File: src/rtl/hazard_scoreboard_pkg.sv
// Shared types and constants for the ID-stage hazard scoreboard.
// Opcodes, forwarding encodings and scoreboard entry layout.
package hazard_scoreboard_pkg;

  localparam int SB_DST_W = 5;
  localparam int SB_IDX_W = 2;
  localparam int FWD_W    = 3;

  localparam logic [5:0] OP_SPECIAL = 6'b000000;
  localparam logic [5:0] OP_J       = 6'b000010;
  localparam logic [5:0] OP_JAL     = 6'b000011;
  localparam logic [5:0] OP_BEQ     = 6'b000100;
  localparam logic [5:0] OP_BNE     = 6'b000101;
  localparam logic [5:0] FN_JR      = 6'b001000;

  localparam logic [FWD_W-1:0] FWD_RF = '0;

  typedef struct packed {
    logic [SB_DST_W-1:0] dst;
    logic                regwrite;
    logic                memtoreg;
  } sb_entry_t;

  typedef enum logic {
    ST_RUN,
    ST_CTRL
  } state_t;

  function automatic logic [FWD_W-1:0] fwd_sel(
    input logic                hit,
    input logic [SB_IDX_W-1:0] idx
  );
    return hit ? (FWD_W'(idx) + FWD_W'(1)) : FWD_RF;
  endfunction

endpackage

File: src/rtl/hazard_scoreboard_match.sv
// Youngest-match finder for one source operand.
// Register 0 never matches.
import hazard_scoreboard_pkg::*;

module hazard_match #(
  parameter int DEPTH = 2
) (
  input  logic [SB_DST_W-1:0] reg_i,
  input  sb_entry_t           sb_i [DEPTH],
  output logic                hit_o,
  output logic [SB_IDX_W-1:0] idx_o,
  output logic                load_o
);

  // scan oldest to youngest so the youngest hit wins
  always_comb begin
    hit_o  = 1'b0;
    idx_o  = '0;
    load_o = 1'b0;
    for (int k = DEPTH - 1; k >= 0; k--) begin
      if (sb_i[k].regwrite &&
          sb_i[k].dst == reg_i &&
          reg_i != '0) begin
        hit_o  = 1'b1;
        idx_o  = SB_IDX_W'(k);
        load_o = sb_i[k].memtoreg;
      end
    end
  end

endmodule

File: src/rtl/hazard_scoreboard.sv
// ID-stage hazard unit: RAW scoreboard, forwarding select
// and branch/jump penalty FSM.
import hazard_scoreboard_pkg::*;

module hazard_scoreboard #(
  parameter int DEPTH          = 2,
  parameter int LOAD_LAT       = 2,
  parameter int FWD_EN         = 1,
  parameter int BRANCH_PENALTY = 2,
  parameter int JUMP_PENALTY   = 1
) (
  input  logic                clk,
  input  logic                rst_n,
  input  logic                flush_i,
  input  logic                id_valid_i,
  input  logic [31:0]         id_instr_i,
  input  logic [SB_DST_W-1:0] id_dst_i,
  input  logic                id_regwrite_i,
  input  logic                id_memtoreg_i,
  output logic                stall_o,
  output logic                bubble_o,
  output logic [FWD_W-1:0]    fwd_rs_o,
  output logic [FWD_W-1:0]    fwd_rt_o,
  output logic                ctrl_busy_o
);

  sb_entry_t sb_q [DEPTH];
  sb_entry_t sb_d [DEPTH];

  state_t     state_q, state_d;
  logic [3:0] cnt_q, cnt_d;

  logic [5:0] op, funct;
  logic       is_br, is_jmp;
  logic       issue, data_stall, ctrl;

  logic                rs_hit, rt_hit;
  logic                rs_load, rt_load;
  logic [SB_IDX_W-1:0] rs_idx, rt_idx;
  logic                rs_lstall, rt_lstall;

  logic unused_instr;
  assign unused_instr = ^id_instr_i[15:6];

  assign op    = id_instr_i[31:26];
  assign funct = id_instr_i[5:0];

  assign is_br  = (op == OP_BEQ) || (op == OP_BNE);
  assign is_jmp = (op == OP_J) || (op == OP_JAL) ||
                  (op == OP_SPECIAL && funct == FN_JR);

  hazard_match #(.DEPTH(DEPTH)) u_match_rs (
    .reg_i  (id_instr_i[25:21]),
    .sb_i   (sb_q),
    .hit_o  (rs_hit),
    .idx_o  (rs_idx),
    .load_o (rs_load)
  );

  hazard_match #(.DEPTH(DEPTH)) u_match_rt (
    .reg_i  (id_instr_i[20:16]),
    .sb_i   (sb_q),
    .hit_o  (rt_hit),
    .idx_o  (rt_idx),
    .load_o (rt_load)
  );

  // load results still in flight cannot be forwarded yet
  always_comb begin
    rs_lstall = rs_hit && rs_load &&
                (int'(rs_idx) < LOAD_LAT);
    rt_lstall = rt_hit && rt_load &&
                (int'(rt_idx) < LOAD_LAT);
  end

  // hazard decision and operand source select
  always_comb begin
    data_stall = 1'b0;
    fwd_rs_o   = FWD_RF;
    fwd_rt_o   = FWD_RF;
    if (FWD_EN != 0) begin
      data_stall = rs_lstall || rt_lstall;
      if (!rs_lstall) fwd_rs_o = fwd_sel(rs_hit, rs_idx);
      if (!rt_lstall) fwd_rt_o = fwd_sel(rt_hit, rt_idx);
    end else begin
      data_stall = rs_hit || rt_hit;
    end
  end

  assign ctrl        = (state_q == ST_CTRL);
  assign ctrl_busy_o = ctrl;
  assign stall_o     = !flush_i &&
                       (ctrl || (id_valid_i && data_stall));
  assign bubble_o    = stall_o;
  assign issue       = id_valid_i && !stall_o && !flush_i;

  // shift the scoreboard; new entry or bubble at the young end
  always_comb begin
    sb_d[0] = '0;
    if (issue) begin
      sb_d[0].dst      = id_dst_i;
      sb_d[0].regwrite = id_regwrite_i;
      sb_d[0].memtoreg = id_memtoreg_i;
    end
    for (int k = 1; k < DEPTH; k++) begin
      sb_d[k] = flush_i ? '0 : sb_q[k-1];
    end
  end

  // scoreboard register
  always_ff @(posedge clk or negedge rst_n) begin
    if (!rst_n) begin
      for (int k = 0; k < DEPTH; k++) sb_q[k] <= '0;
    end else begin
      for (int k = 0; k < DEPTH; k++) sb_q[k] <= sb_d[k];
    end
  end

  // penalty FSM next state; flush overrides everything
  always_comb begin
    state_d = state_q;
    cnt_d   = cnt_q;
    unique case (state_q)
      ST_RUN: begin
        if (issue && is_br && BRANCH_PENALTY > 0) begin
          state_d = ST_CTRL;
          cnt_d   = 4'(BRANCH_PENALTY - 1);
        end else if (issue && is_jmp &&
                     JUMP_PENALTY > 0) begin
          state_d = ST_CTRL;
          cnt_d   = 4'(JUMP_PENALTY - 1);
        end
      end
      ST_CTRL: begin
        if (cnt_q == 4'd0) begin
          state_d = ST_RUN;
        end else begin
          cnt_d = cnt_q - 4'd1;
        end
      end
      default: begin
        state_d = ST_RUN;
        cnt_d   = 4'd0;
      end
    endcase
    if (flush_i) begin
      state_d = ST_RUN;
      cnt_d   = 4'd0;
    end
  end

  // penalty FSM state register
  always_ff @(posedge clk or negedge rst_n) begin
    if (!rst_n) begin
      state_q <= ST_RUN;
      cnt_q   <= 4'd0;
    end else begin
      state_q <= state_d;
      cnt_q   <= cnt_d;
    end
  end

endmodule
File: config.mk
export PLATFORM = sky130hd
export DESIGN_NAME = hazard_scoreboard
export DESIGN_NICKNAME = d
export VERILOG_FILES = /design/src/rtl/hazard_scoreboard_pkg.sv /design/src/rtl/hazard_scoreboard_match.sv /design/src/rtl/hazard_scoreboard.sv
export SDC_FILE = /design/constraint.sdc
export NUM_CORES = 1
export LEC_CHECK = 0
export BUFFER_PORTS_ARGS = -buffer_cell sky130_fd_sc_hd__buf_4
export CAP_MARGIN = 25
export CORE_ASPECT_RATIO = 0.7
export CORE_MARGIN = 3
export CORE_UTILIZATION = 35
export DETAILED_ROUTE_END_ITERATION = 12
export GPL_TIMING_DRIVEN = 0
export PLACE_DENSITY_LB_ADDON = 0.2
export RECOVER_POWER = 25
export SLEW_MARGIN = 0
export SYNTH_ARGS = -nofsm -noshare
export SYNTH_HDL_FRONTEND = slang
export SYNTH_SLANG_ARGS = --single-unit
File: constraint.sdc
create_clock -name clk -period 4.1 [get_ports clk]
set_input_delay 1.23 -clock clk [delete_from_list [all_inputs] [get_ports clk]]
set_output_delay 1.23 -clock clk [all_outputs]
set_load 0.01 [all_outputs]
; Word level (Yosys, flattened, before mapping)
; Cells that the tools add are included.
; Widths: inputs -> output; s select.
[op_classes]
n_addsub = 3
magnitude_cmp = 2
n_eq_ne = 11
mux = 28
bitwise_logic = 1
n_reduce_logical = 31
[op_table]
columns = cell, n
row1 = $eq 5x5->1, 4
row2 = $logic_and 1x1->1, 19
row3 = $mux 1, 16
row4 = $mux 4, 4
row5 = $mux 7, 2
row6 = $eq 6x2->1 const B, 2
row7 = $eq 6x3->1 const B, 2
row8 = $mux 3, 4
row9 = $reduce_bool 5->1, 2
row10 = $pmux 4 s2, 1
row11 = $add 2x1->3 const B, 2
row12 = $eq 6x4->1 const B, 1
row13 = $logic_not 6->1, 1
row14 = $logic_or 1x1->1, 5
row15 = $logic_not 4->1, 1
row16 = $lt 2x2->1 const B, 2
row17 = $ne 4x4->1 const B, 1
row18 = $sub 4x1->4 const B, 1
row19 = $ne 3x3->1 const B, 1
row20 = $logic_not 1->1, 2
row21 = $pmux 1 s2, 1
row22 = $reduce_and 2->1, 1
row23 = $not 1->1, 1
[totals]
regBits = 19
output_inout_bits = 9
wordCells = 84

; Longest topological paths before layout
; Gate-level depths: netlist of run 1.
[logic_depth]
word_depth = 19
ltp_mapped = 7
depth_no_buf = 7

; Modules after synthesis
; Synthesis of run 1 repeated with hierarchy kept, for this count alone.
[hier_totals]
cells_unflattened = 134
hier_area_um2 = 1315.0
[modules_own_cells]
columns = mod, instances, cells_per_inst, area_each_um2
row1 = hazard_scoreboard, 1, 88, 932.1
row2 = hazard_match, 2, 23, 191.4

; Worst setup path after synthesis of run 1
; Ideal clock, no wire load.
[synth_timing]
path_kind = input to output
start = in id_instr_i[17]
end = out stall_o
arrival_time_ns = 2.672
required_ns = 2.870
slack_ns = 0.198
stages = 7
path_buffers = 1
path_cell_list = or4_1 -> nor2_1 -> and3b_1 -> o21a_1 -> o21ai_0 -> a21oi_1 -> buf_4
[synth_via]
elab_chain_cells = 11
word_cells_on_any_way = 20
cone_classes = order compare: 1 / eq/ne: 2 / mux: 6 / reduce/logical: 11
[synth_lines]
columns = element, line
row1 = "start, declared", hazard_scoreboard.sv:16  ; input logic [31:0] id_instr_i,
row2 = $eq 5x5->1, hazard_scoreboard_match.sv:22  ; sb_i[k].dst == reg_i &&
row3 = $logic_and 1x1->1, hazard_scoreboard_match.sv:21  ; if (sb_i[k].regwrite &&
row4 = $logic_and 1x1->1, hazard_scoreboard_match.sv:22
row5 = $mux 1 (2 in series), hazard_scoreboard_match.sv:21
row6 = $lt 2x2->1 or $logic_and 1x1->1 (tied branches), "hazard_scoreboard.sv:73, hazard_scoreboard.sv:72"
row7 = $logic_and 1x1->1 (*), hazard_scoreboard.sv:72  ; rt_lstall = rt_hit && rt_load &&
row8 = $logic_or 1x1->1 (*), hazard_scoreboard.sv:82  ; data_stall = rs_lstall || rt_lstall;
row9 = $logic_and 1x1->1 (*), hazard_scoreboard.sv:93  ; (ctrl || (id_valid_i && data_stall));
row10 = $logic_or 1x1->1 (*), hazard_scoreboard.sv:93
row11 = $logic_and 1x1->1 (*), hazard_scoreboard.sv:92  ; assign stall_o = !flush_i &&
row12 = "end, declared", hazard_scoreboard.sv:20  ; output logic stall_o,
; Every way passes the cells marked *; elsewhere a longest branch is shown, timed or not.

; Final worst setup path of run 1
[layout_timing]
start = in id_instr_i[22]
end = out bubble_o
[layout_via]
elab_chain_cells = 11
word_cells_on_any_way = 20
cone_classes = order compare: 1 / eq/ne: 2 / mux: 6 / reduce/logical: 11
[layout_lines]
columns = element, line
row1 = $eq 5x5->1, hazard_scoreboard_match.sv:22
row2 = $logic_and 1x1->1, hazard_scoreboard_match.sv:21
row3 = $logic_and 1x1->1, hazard_scoreboard_match.sv:22
row4 = $mux 1 (2 in series), hazard_scoreboard_match.sv:21
row5 = $lt 2x2->1 or $logic_and 1x1->1 (tied branches), "hazard_scoreboard.sv:71, hazard_scoreboard.sv:70"
row6 = $logic_and 1x1->1 (*), hazard_scoreboard.sv:70  ; rs_lstall = rs_hit && rs_load &&
row7 = $logic_or 1x1->1 (*), hazard_scoreboard.sv:82
row8 = $logic_and 1x1->1 (*), hazard_scoreboard.sv:93
row9 = $logic_or 1x1->1 (*), hazard_scoreboard.sv:93
row10 = $logic_and 1x1->1 (*), hazard_scoreboard.sv:92
row11 = "end, declared", hazard_scoreboard.sv:21  ; output logic bubble_o,
; Marks and branches as above.

==> impl_results.md, run 1 <==
* Drt drc at 0
* Largest net degree at the start of global routing at 20
* #FFs+latches synth at 19
* P&R area growth vs syn at 38.4%
* Period utilization at 98.4%
* XOR/XNOR share of the synthesized area at 16.6%
* Vias/cell at 5.00
* Clk slew on worst S/H paths at 0.07 ns
* Largest family of logic cells by synthesized area: simple AND/OR/NAND/NOR gates
* Vias in the first global route at 1011
* Psw at 92.1 uW
* Root buffer cell: clkbuf_8
* Number of fill cells in the layout at 278
* Setup ws final at 0.0648 ns
* R2R Path End: cnt_q[0]
* Area of the die at 4060 sq um
* Setup violations, final at 0
* Max-cap viol count at 0
* Crit. Startpoint: id_instr_i[22]
* Routed vias at 1000
* Tot GR Track Use at 14.7%
* Final core utilization at 53.9%
* Slowest cell on crit path: or4_4
* Initial Util at 39.0%
* CP most frequent cell: buf_4
* Final min period at 4.04 ns
* Worst setup path end: bubble_o
* HPWL after DPL at 2400 um
* Die Span X at 74.9 um
* Final Hold Vio Count at 0
* Post-Layout Cell Count at 200
* Remaining antenna violation count at 0
* Post-route cell area at 1610 sq um
* Maximum vdd drop at 137 uV
* R2r worst-path depth at 7
* Sequential cell area at 475 sq um
* Min Hold Slack at 0.572 ns
* Seq/Total Area, Yosys at 40.9%
* Critical path capture point type: output pin
* Simple-gate area share of the yosys netlist at 26.0%
* Die Y at 54.2 um
* CP Max Fanout at 3
* Worst stage delay on the critical path at 0.54 ns
* Yosys warns at 0
* Leak pwr at 0.727 nW
* Clock share of power at 32.4%
* Critical path depth at 8
* Worst-path cell chain: buf_4 > or4_4 > nor2_4 > and3b_2 > o21a_1 > o21ai_2 > a21oi_2 > buf_4
* Rel. slew slack at 33.7%
* Fmax at 248 MHz
* H-tree Lvls at 1
* Final slew viol count at 0
* Area fraction in compound gates after synthesis at 9.90%
* Mux contribution to synthesized area at 0.861%
* Placeable core area at 2980 sq um
* Comb pwr share at 16.8%
* Flop pwr share at 50.7%
* Worst path top cell family by delay: simple AND/OR/NAND/NOR gates
* Overflow after GRT at 0
* Port Buffers at 39
* Routed len/inst at 14.7 um
* Top_reg_cell synth: dfrtp_1
* Status: complete, no violations
* Tightest Pin Transition at 0.995 ns
* Worst hold path type: reg -> reg
* Clock Latency Late Sink at 0.25 ns
* First-pass GRT wire length at 4420 um
* Num rows at 16
* Multi-input gate area at 702 sq um
* PwrDens at 243 nW/um^2
* Cells after DPL at 194
* Cell Area, Synth at 1160 sq um
* CP Data Arrival Time at 2.81 ns
* # clock sinks at 19
* Buf/Inv on CP at 2
* IO Count at 52
* Worst r2r src: sb_q[9]
* Drt pass-1 iters at 4
* Placed Area at 1500 sq um
* Critical path type: in -> out
* Final Total Pwr at 390 uW
* Synth Area in Adders at 2.15%
* CTS tree: built
* Commonest non-fill, non-tap cell in the layout: buf_4
* Nets@finish at 210
* Synth Instances at 118
* 1st-iter DRT viols at 48
* R2r setup slk at 1.98 ns
* TritonCTS Buffers at 3
* ANT cells at 0
* Setup TNS at 0 ns
* Initial antenna violation count at 0
* # hold bufs at CTS at 0
* Cell variety after synth at 35
* Mean post-synth cell area at 9.85 sq um
* Internal Power at 298 uW
* Crit start category: primary input
* Maximum root-to-sink buffer count at 2
* Switching share of power at 23.6%
* Layout cells sized above 1 at 36.6%
* WP data required at 2.87 ns
* Routed WL at 2940 um
* Most frequent cells in the layout: buf_4, dfrtp_1, xnor2_1
* Routability cong. at 0.939
* Setup WS pre-CTS at -0.127 ns
* Clock Skew at 0.00220 ns
* Post-synth EDFFs at 0
* Post-synthesis async set-or-reset flop share at 100%
[layer usage]
| metal | GRT usage [%] | wire length, um |
|---|---|---|
| met1 | 19.5 | 1310 |
| met2 | 24.3 | 1390 |
| met3 | 2.39 | 209 |
| met4 | 5.33 | 34 |
| met5 | 0 | 0 |
[power by group through the flow]
stage | Combinational, mW | Sequential, mW | Clock (mW)
floorplan | 0.0259 | 0.200 | 0
global placement | 0.0598 | 0.201 | 0
detailed placement | 0.0627 | 0.201 | 0
CTS | 0.0649 | 0.198 | 0.126
global route | 0.0727 | 0.199 | 0.134
finish | 0.0656 | 0.198 | 0.127
[state kept, by name, indices dropped and copies added, names as in the netlist]
| signal | cells |
|---|---|
| sb_q | 14 |
| cnt_q | 4 |
| ctrl_busy_o | 1 |
[cell families (layout without fill, tap and decap cells)]
group / after synthesis / after routing
xor gates and xnor gates: 22 / 22
buffers and inverters: 7 / 52
DFF: 19 / 19
and+or+nand+nor: 51 / 51
AOI/OAI and AO/OA: 15 / 15
other: 1 / 2
adders and majority gates: 2 / 2
muxes: 1 / 1
[worst register-to-register path, stage by stage (launching register included)]
cell and delay [ns]:
dfrtp_1 0.43, xor2_1 0.18, nor4_1 0.44, and3b_2 0.29
buf_4 0.12, o21ai_1 0.10, a311oi_1 0.37, a311oi_2 0.08
[synthesized netlist by cell type, drive strengths merged (2+ instances only)]
library cell  number  area share [%]
a211oi             2             1.3
a21oi              2            0.86
nand4              2             1.1
o21a               2             1.3
nor3               4             2.2
o21ai              3             1.3
or4                3             1.9
nor2               4             1.3
a311oi             2             2.0
xor2               9             6.8
nand2              7             2.3
nor4               3             1.6
ha                 2             2.2
nor2b             11             5.9
xnor2             13             9.8
buf                3             1.9
inv                3            0.97
a2111oi            2             1.7
and3b              2             1.5
dfrtp             19              41
and2               9             4.8
[repair_timing]
action	CTS	global route
gates resized for setup	9	5
setup buffers	3	0
endpoints found under the hold margin	0	0
pin swaps	5	4
endpoints found under the setup margin	2	2
[worst min-delay path by stage]
stage / slack [ns] / from / cells past startpoint / end
finish: 0.57 / cnt_q[3] / 2 / cnt_q[3]
floorplan: 0.47 / sb_q[8] / 1 / sb_q[1]
detailed placement: 0.54 / sb_q[8] / 1 / sb_q[1]
global placement: 0.53 / sb_q[8] / 1 / sb_q[1]
global route: 0.59 / sb_q[8] / 1 / sb_q[1]
CTS: 0.57 / sb_q[8] / 1 / sb_q[1]
[area by class of cell]
cell class	instances	area share, %
Multi-Input combinational cell	93	43.6
Timing Repair Buffer	42	19.4
Clock buffer	4	2.80
Sequential cell	19	29.5
Inverter	3	0.700
Buffer	3	1.17
Tap cell	36	2.80
Power figures use the tool's default switching activity.
==> run 2, diff against run 1 <==
--- a/config.mk
+++ b/config.mk
@@ -9,8 +9,9 @@
 export CAP_MARGIN = 25
 export CORE_ASPECT_RATIO = 0.7
 export CORE_MARGIN = 3
-export CORE_UTILIZATION = 35
+export CORE_UTILIZATION = 46
 export DETAILED_ROUTE_END_ITERATION = 12
+export GPL_ROUTABILITY_DRIVEN = 0
 export GPL_TIMING_DRIVEN = 0
 export PLACE_DENSITY_LB_ADDON = 0.2
 export RECOVER_POWER = 25
==> run 2 against run 1 <==
Combinational power fell by 2%. Clock skew rose by 0.0040 ns. Clock power fell by 30%. Via count fell by 0.60%. Worst setup slack improved by 0.0045 ns. Critical path type unchanged. Maximum frequency rose by 0.11%. Highest routed layer unchanged. Utilization rose by 15 points. Critical path depth rose by 1. Largest power group unchanged.
==> impl_results.md, run 2 (synthesized netlist as in run 1, its figures left out) <==
* Status: complete, no violations (unchanged)
* WP data required at 2.87 ns (about the same)
* Clock Skew at 0.00616 ns (was 0.00220 ns)
* Final Total Pwr at 350 uW (was 390 uW)
* Nets@finish at 211 (was 210)
* Cells after DPL at 190 (was 194)
* Drt pass-1 iters at 4 (unchanged)
* R2R Path End: cnt_q[1] (was cnt_q[0])
* # hold bufs at CTS at 0 (unchanged)
* PwrDens at 222 nW/um^2 (was 243 nW/um^2)
* HPWL after DPL at 2230 um (was 2400 um)
* First-pass GRT wire length at 4370 um (was 4420 um)
* 1st-iter DRT viols at 70 (was 48)
* Maximum root-to-sink buffer count at 2 (unchanged)
* Worst r2r src: sb_q[9] (unchanged)
* Initial antenna violation count at 0 (unchanged)
* TritonCTS Buffers at 3 (unchanged)
* Routed WL at 2680 um (was 2940 um)
* Layout cells sized above 1 at 35.8% (was 36.6%)
* Largest net degree at the start of global routing at 20 (unchanged)
* Overflow after GRT at 0 (unchanged)
* Hold path cells at 1 (was 2)
* R2r setup slk at 2.03 ns (was 1.98 ns)
* Tot GR Track Use at 18.9% (was 14.7%)
* Clk slew on worst S/H paths at 0.09 ns (was 0.07 ns)
* Routed len/inst at 13.6 um (was 14.7 um)
* Setup violations, final at 0 (unchanged)
* Worst stage delay on the critical path at 0.53 ns (was 0.54 ns)
* Root buffer cell: clkbuf_4 (was clkbuf_8)
* Critical path type: in -> out (unchanged)
* Rel. slew slack at 36.4% (was 33.7%)
* Final slew viol count at 0 (unchanged)
* Crit start category: primary input (unchanged)
* Period utilization at 98.3% (was 98.4%)
* Routed vias at 994 (was 1000)
* Leak pwr at 0.724 nW (was 0.727 nW)
* Port Buffers at 39 (unchanged)
* Maximum vdd drop at 201 uV (was 137 uV)
* Critical path capture point type: output pin (unchanged)
* Most frequent cells in the layout: buf_4, dfrtp_1, xnor2_1 (unchanged)
* Tightest Pin Transition at 0.954 ns (was 0.995 ns)
* Initial Util at 51.0% (was 39.0%)
* Number of fill cells in the layout at 183 (was 278)
* Worst-path cell chain: buf_4 > or4_4 > nor2_2 > buf_4 > a2111oi_2 > o21a_1 > o21ai_2 > a21oi_2 > buf_4 (was buf_4 > or4_4 > nor2_4 > and3b_2 > o21a_1 > o21ai_2 > a21oi_2 > buf_4)
* ANT cells at 0 (unchanged)
* CP Max Fanout at 3 (unchanged)
* Fmax at 248 MHz (about the same)
* Die Span X at 66.1 um (was 74.9 um)
* IO Count at 52 (unchanged)
* Drt drc at 0 (unchanged)
* Post-Layout Cell Count at 197 (was 200)
* Final core utilization at 69.4% (was 53.9%)
* Die Y at 48.1 um (was 54.2 um)
* Commonest non-fill, non-tap cell in the layout: buf_4 (unchanged)
* Final Hold Vio Count at 0 (unchanged)
* RSZ-0062 raised after global routing: no
* Largest register FFs at 14 (unchanged)
* CP Data Arrival Time at 2.80 ns (was 2.81 ns)
* Top reg by flops: sb_q (unchanged)
* Vias/cell at 5.05 (was 5.00)
* Remaining antenna violation count at 0 (unchanged)
* Placeable core area at 2280 sq um (was 2980 sq um)
* Max-cap viol count at 0 (unchanged)
* P&R area growth vs syn at 36.0% (was 38.4%)
* # clock sinks at 19 (unchanged)
* R2r worst-path depth at 7 (unchanged)
* Hold path start: sb_q[8] (was cnt_q[3])
* Clock Latency Late Sink at 0.28 ns (was 0.25 ns)
* Area of the die at 3180 sq um (was 4060 sq um)
* Worst hold path type: reg -> reg (unchanged)
* Final min period at 4.03 ns (was 4.04 ns)
* Vias in the first global route at 980 (was 1011)
* Slowest cell on crit path: or4_4 (unchanged)
* Hold Path Sink: sb_q[1] (was cnt_q[3])
* CTS tree: built (unchanged)
* CP most frequent cell: buf_4 (unchanged)
* H-tree Lvls at 1 (unchanged)
* Num rows at 14 (was 16)
* Setup TNS at 0 ns (unchanged)
==> run 2: cell count changes in the layout (fill, tap and decap cells not counted), sizes merged <==
| cell | before | now |
|---|---|---|
| buf | 43 | 44 |
==> run 2: per-stage QoR <==
step | worst slack [ns] | area, sq um | hold WS (ns)
6_report | 0.0693 | 1580 | 0.564
5_1_grt | 0.00858 | 1580 | 0.604
4_1_cts | 0.0208 | 1560 | 0.569
3_5_place_dp | -0.110 | 1500 | 0.546
3_3_place_gp | -0.133 | 1500 | 0.506
2_1_floorplan | 0.198 | 1170 | 0.470
==> run 2: cell type report <==
class                           instances  area, sq um  area share, %
Multi-Input combinational cell         93          689           43.6
Sequential cell                        19          475           30.1
Timing Repair Buffer                   43          319           20.2
Tap cell                               32         40.0           2.53
Clock buffer                            4         26.3           1.66
Buffer                                  3         18.8           1.19
Inverter                                3         11.3          0.713
==> run 2: power by group <==
group,internal (mW),leakage [nW],switching [mW],total (mW)
registers,0.192,0.260,0.00572,0.198
clock network,0.0377,0.0150,0.0509,0.0887
logic,0.0370,0.448,0.0269,0.0640
total,0.267,0.724,0.0836,0.350
==> run 2: layer usage <==
layer	GRT usage, %	routed length [um]	vias to the layer above
met2	33.5	1270	30
met3	3.05	145	4
met1	24.7	1240	463
li1	-	-	497
met4	4.86	29	0
met5	0	0	-
==> run 2: repair_timing <==
| action | in CTS | in global routing |
|---|---|---|
| setup buffers | 4 | 0 |
| gates cloned | 0 | 0 |
| endpoints found under the setup margin | 2 | 2 |
| hold endpoints to repair | 0 | 0 |
| gates resized for setup | 4 | 7 |
| pin swaps | 5 | 3 |
==> run 2: critical path: cells and delay by family <==
family                 cells  cell delay [ns]
AND/OR/NAND/NOR            2             0.66
AO/OA/AOI/OAI              4             0.51
buffers and inverters      3             0.40
==> run 2: worst max path at each step <==
stage / from / end / slack, ns
floorplan: id_instr_i[17] / stall_o / 0.20
global placement: id_instr_i[17] / stall_o / -0.13
detailed placement: id_instr_i[17] / stall_o / -0.11
CTS: id_instr_i[22] / bubble_o / 0.02
global route: id_instr_i[22] / bubble_o / 0.009
finish: id_instr_i[17] / bubble_o / 0.07
==> run 3, diff against run 2 <==
--- a/config.mk
+++ b/config.mk
@@ -9,12 +9,13 @@
 export CAP_MARGIN = 25
 export CORE_ASPECT_RATIO = 0.7
 export CORE_MARGIN = 3
-export CORE_UTILIZATION = 46
+export CORE_UTILIZATION = 30
 export DETAILED_ROUTE_END_ITERATION = 12
 export GPL_ROUTABILITY_DRIVEN = 0
 export GPL_TIMING_DRIVEN = 0
 export PLACE_DENSITY_LB_ADDON = 0.2
 export RECOVER_POWER = 25
+export SKIP_CTS_REPAIR_TIMING = 1
 export SLEW_MARGIN = 0
 export SYNTH_ARGS = -nofsm -noshare
 export SYNTH_HDL_FRONTEND = slang
==> constraint.sdc (replaced) <==
create_clock -name clk -period 3.74 [get_ports clk]
set_input_delay 1.122 -clock clk [delete_from_list [all_inputs] [get_ports clk]]
set_output_delay 1.122 -clock clk [all_outputs]
set_load 0.01 [all_outputs]
==> run 3 against run 2 <==
The flow now finishes with violations (setup timing). Final cell count rose by 10%. Utilization fell by 23 points. Global-route usage shrank 7.4 points. Register-to-register slack worse by 0.36 ns. Critical path depth unchanged. Via count is 1.4% lower. Hold slack improved by 0.0014 ns.
==> impl_results.md, run 3 (synthesized netlist as in run 1, its figures left out) <==
* Routed WL at 2710 um (was 2680 um)
* Critical path capture point type: output pin (unchanged)
* Number of fill cells in the layout at 353 (was 183)
* Setup WS pre-CTS at -0.291 ns (was -0.110 ns)
* HPWL after DPL at 2240 um (was 2230 um)
* Top reg by flops: sb_q (unchanged)
* Vias/cell at 4.52 (was 5.05)
* Num rows at 18 (was 14)
* Drt pass-1 iters at 4 (unchanged)
* Max-cap viol count at 0 (unchanged)
* Routed len/inst at 12.5 um (was 13.6 um)
* Min Hold Slack at 0.565 ns (was 0.564 ns)
* Drt drc at 0 (unchanged)
* Tot GR Track Use at 11.5% (was 18.9%)
* Die Span X at 80.4 um (was 66.1 um)
* Critical path type: in -> out (unchanged)
* Final Total Pwr at 427 uW (was 350 uW)
* Clock Latency Late Sink at 0.25 ns (was 0.28 ns)
* Period utilization at 105%
* Vias in the first global route at 973 (was 980)
* Fmax at 254 MHz
* Final min period at 3.93 ns
* Placed Area at 1520 sq um (was 1500 sq um)
* Crit start category: primary input (unchanged)
* Maximum vdd drop at 109 uV (was 201 uV)
* Remaining antenna violation count at 0 (unchanged)
* Most frequent cells in the layout: buf_4, dfrtp_1, xnor2_1 (unchanged)
* Placeable core area at 3630 sq um (was 2280 sq um)
* WP data required at 2.62 ns (was 2.87 ns)
* Leak pwr at 0.751 nW (was 0.724 nW)
* TritonCTS Buffers at 3 (unchanged)
* Layout cells sized above 1 at 38.3% (was 35.8%)
* Initial antenna violation count at 0 (unchanged)
* Final core utilization at 46.1% (was 69.4%)
* RSZ-0062 raised after global routing: yes (was no)
* Hold path start: cnt_q[3] (was sb_q[8])
* Largest net degree at the start of global routing at 20 (unchanged)
* Port Buffers at 39 (unchanged)
* H-tree Lvls at 1 (unchanged)
* ANT cells at 0 (unchanged)
* Root buffer cell: clkbuf_8 (was clkbuf_4)
* Setup TNS at -0.287 ns (was 0 ns)
* Rel. slew slack at 37.1% (was 36.4%)
* Largest register FFs at 14 (unchanged)
* Initial Util at 32.1% (was 51.0%)
* Cells after DPL at 208 (was 190)
* CP Max Fanout at 3 (unchanged)
* R2r setup slk at 1.67 ns (was 2.03 ns)
* Post-route cell area at 1670 sq um (was 1580 sq um)
* Final Hold Vio Count at 0 (unchanged)
* # clock sinks at 19 (unchanged)
* P&R area growth vs syn at 43.9% (was 36.0%)
* Worst r2r src: sb_q[9] (unchanged)
* Routed vias at 980 (was 994)
* Die Y at 58.1 um (was 48.1 um)
* Maximum root-to-sink buffer count at 2 (unchanged)
* CTS tree: built (unchanged)
* Clock Skew at 0.00584 ns (was 0.00616 ns)
* IO Count at 52 (unchanged)
* 1st-iter DRT viols at 24 (was 70)
* Setup violations, final at 2 (was 0)
* Failing checks: setup timing
* First-pass GRT wire length at 4230 um (was 4370 um)
* Tightest Pin Transition at 0.944 ns (was 0.954 ns)
* Status: finished, violations left (was complete, no violations)
* Post-Layout Cell Count at 217 (was 197)
* Worst hold path type: reg -> reg (unchanged)
* Clk slew on worst S/H paths at 0.06 ns (was 0.09 ns)
* Final slew viol count at 0 (unchanged)
* Area of the die at 4670 sq um (was 3180 sq um)
* Setup ws final at -0.192 ns (was 0.0693 ns)
* Overflow after GRT at 0 (unchanged)
* Nets@finish at 213 (was 211)
* Crit. Startpoint: id_instr_i[25] (was id_instr_i[17])
* Commonest non-fill, non-tap cell in the layout: buf_4 (unchanged)
* CP Data Arrival Time at 2.81 ns (was 2.80 ns)
* PwrDens at 255 nW/um^2 (was 222 nW/um^2)
-- run 3: power breakdown --
| group | internal [mW] | leakage (nW) | switching [mW] |
|---|---|---|---|
| sequential | 0.211 | 0.260 | 0.00626 |
| clock | 0.0737 | 0.0255 | 0.0625 |
| combinational | 0.0434 | 0.465 | 0.0307 |
-- run 3: cell type report --
type                            instances  area (sq um)  area share (%)
Buffer                                  4          26.3            1.57
Inverter                                3          11.3           0.673
Sequential cell                        19           475            28.4
Tap cell                               50          62.6            3.74
Clock buffer                            3          41.3            2.47
Timing Repair Buffer                   44           349            20.9
Multi-Input combinational cell         93           702            42.0
Clock inverter                          1          5.00           0.299
-- run 3: worst max-delay path, cell delays in order --
cell,delay [ns]
buf_6,0.10
or4_4,0.53
nor2_4,0.12
and3b_2,0.22
o21a_1,0.21
o21ai_2,0.16
a21oi_2,0.08
buf_4,0.15
buf_6,0.11
-- run 3: final timing paths --
kind                                  to  depth (start not counted)
worst max-delay path             stall_o                          9
worst min-delay path            cnt_q[3]                          2
worst max register to register  cnt_q[0]                          7
worst min register to register  cnt_q[3]                          2
max in group asynchronous       sb_q[11]                          1
min in group asynchronous        sb_q[5]                          1
-- run 3: per-layer routing --
metal	global-route usage [%]	vias to the layer above	share of wire (%)
li1	-	500	-
met1	15.4	444	45
met2	17.6	30	46
met3	3.57	6	8.3
met4	4.34	0	1.4
met5	0	-	0
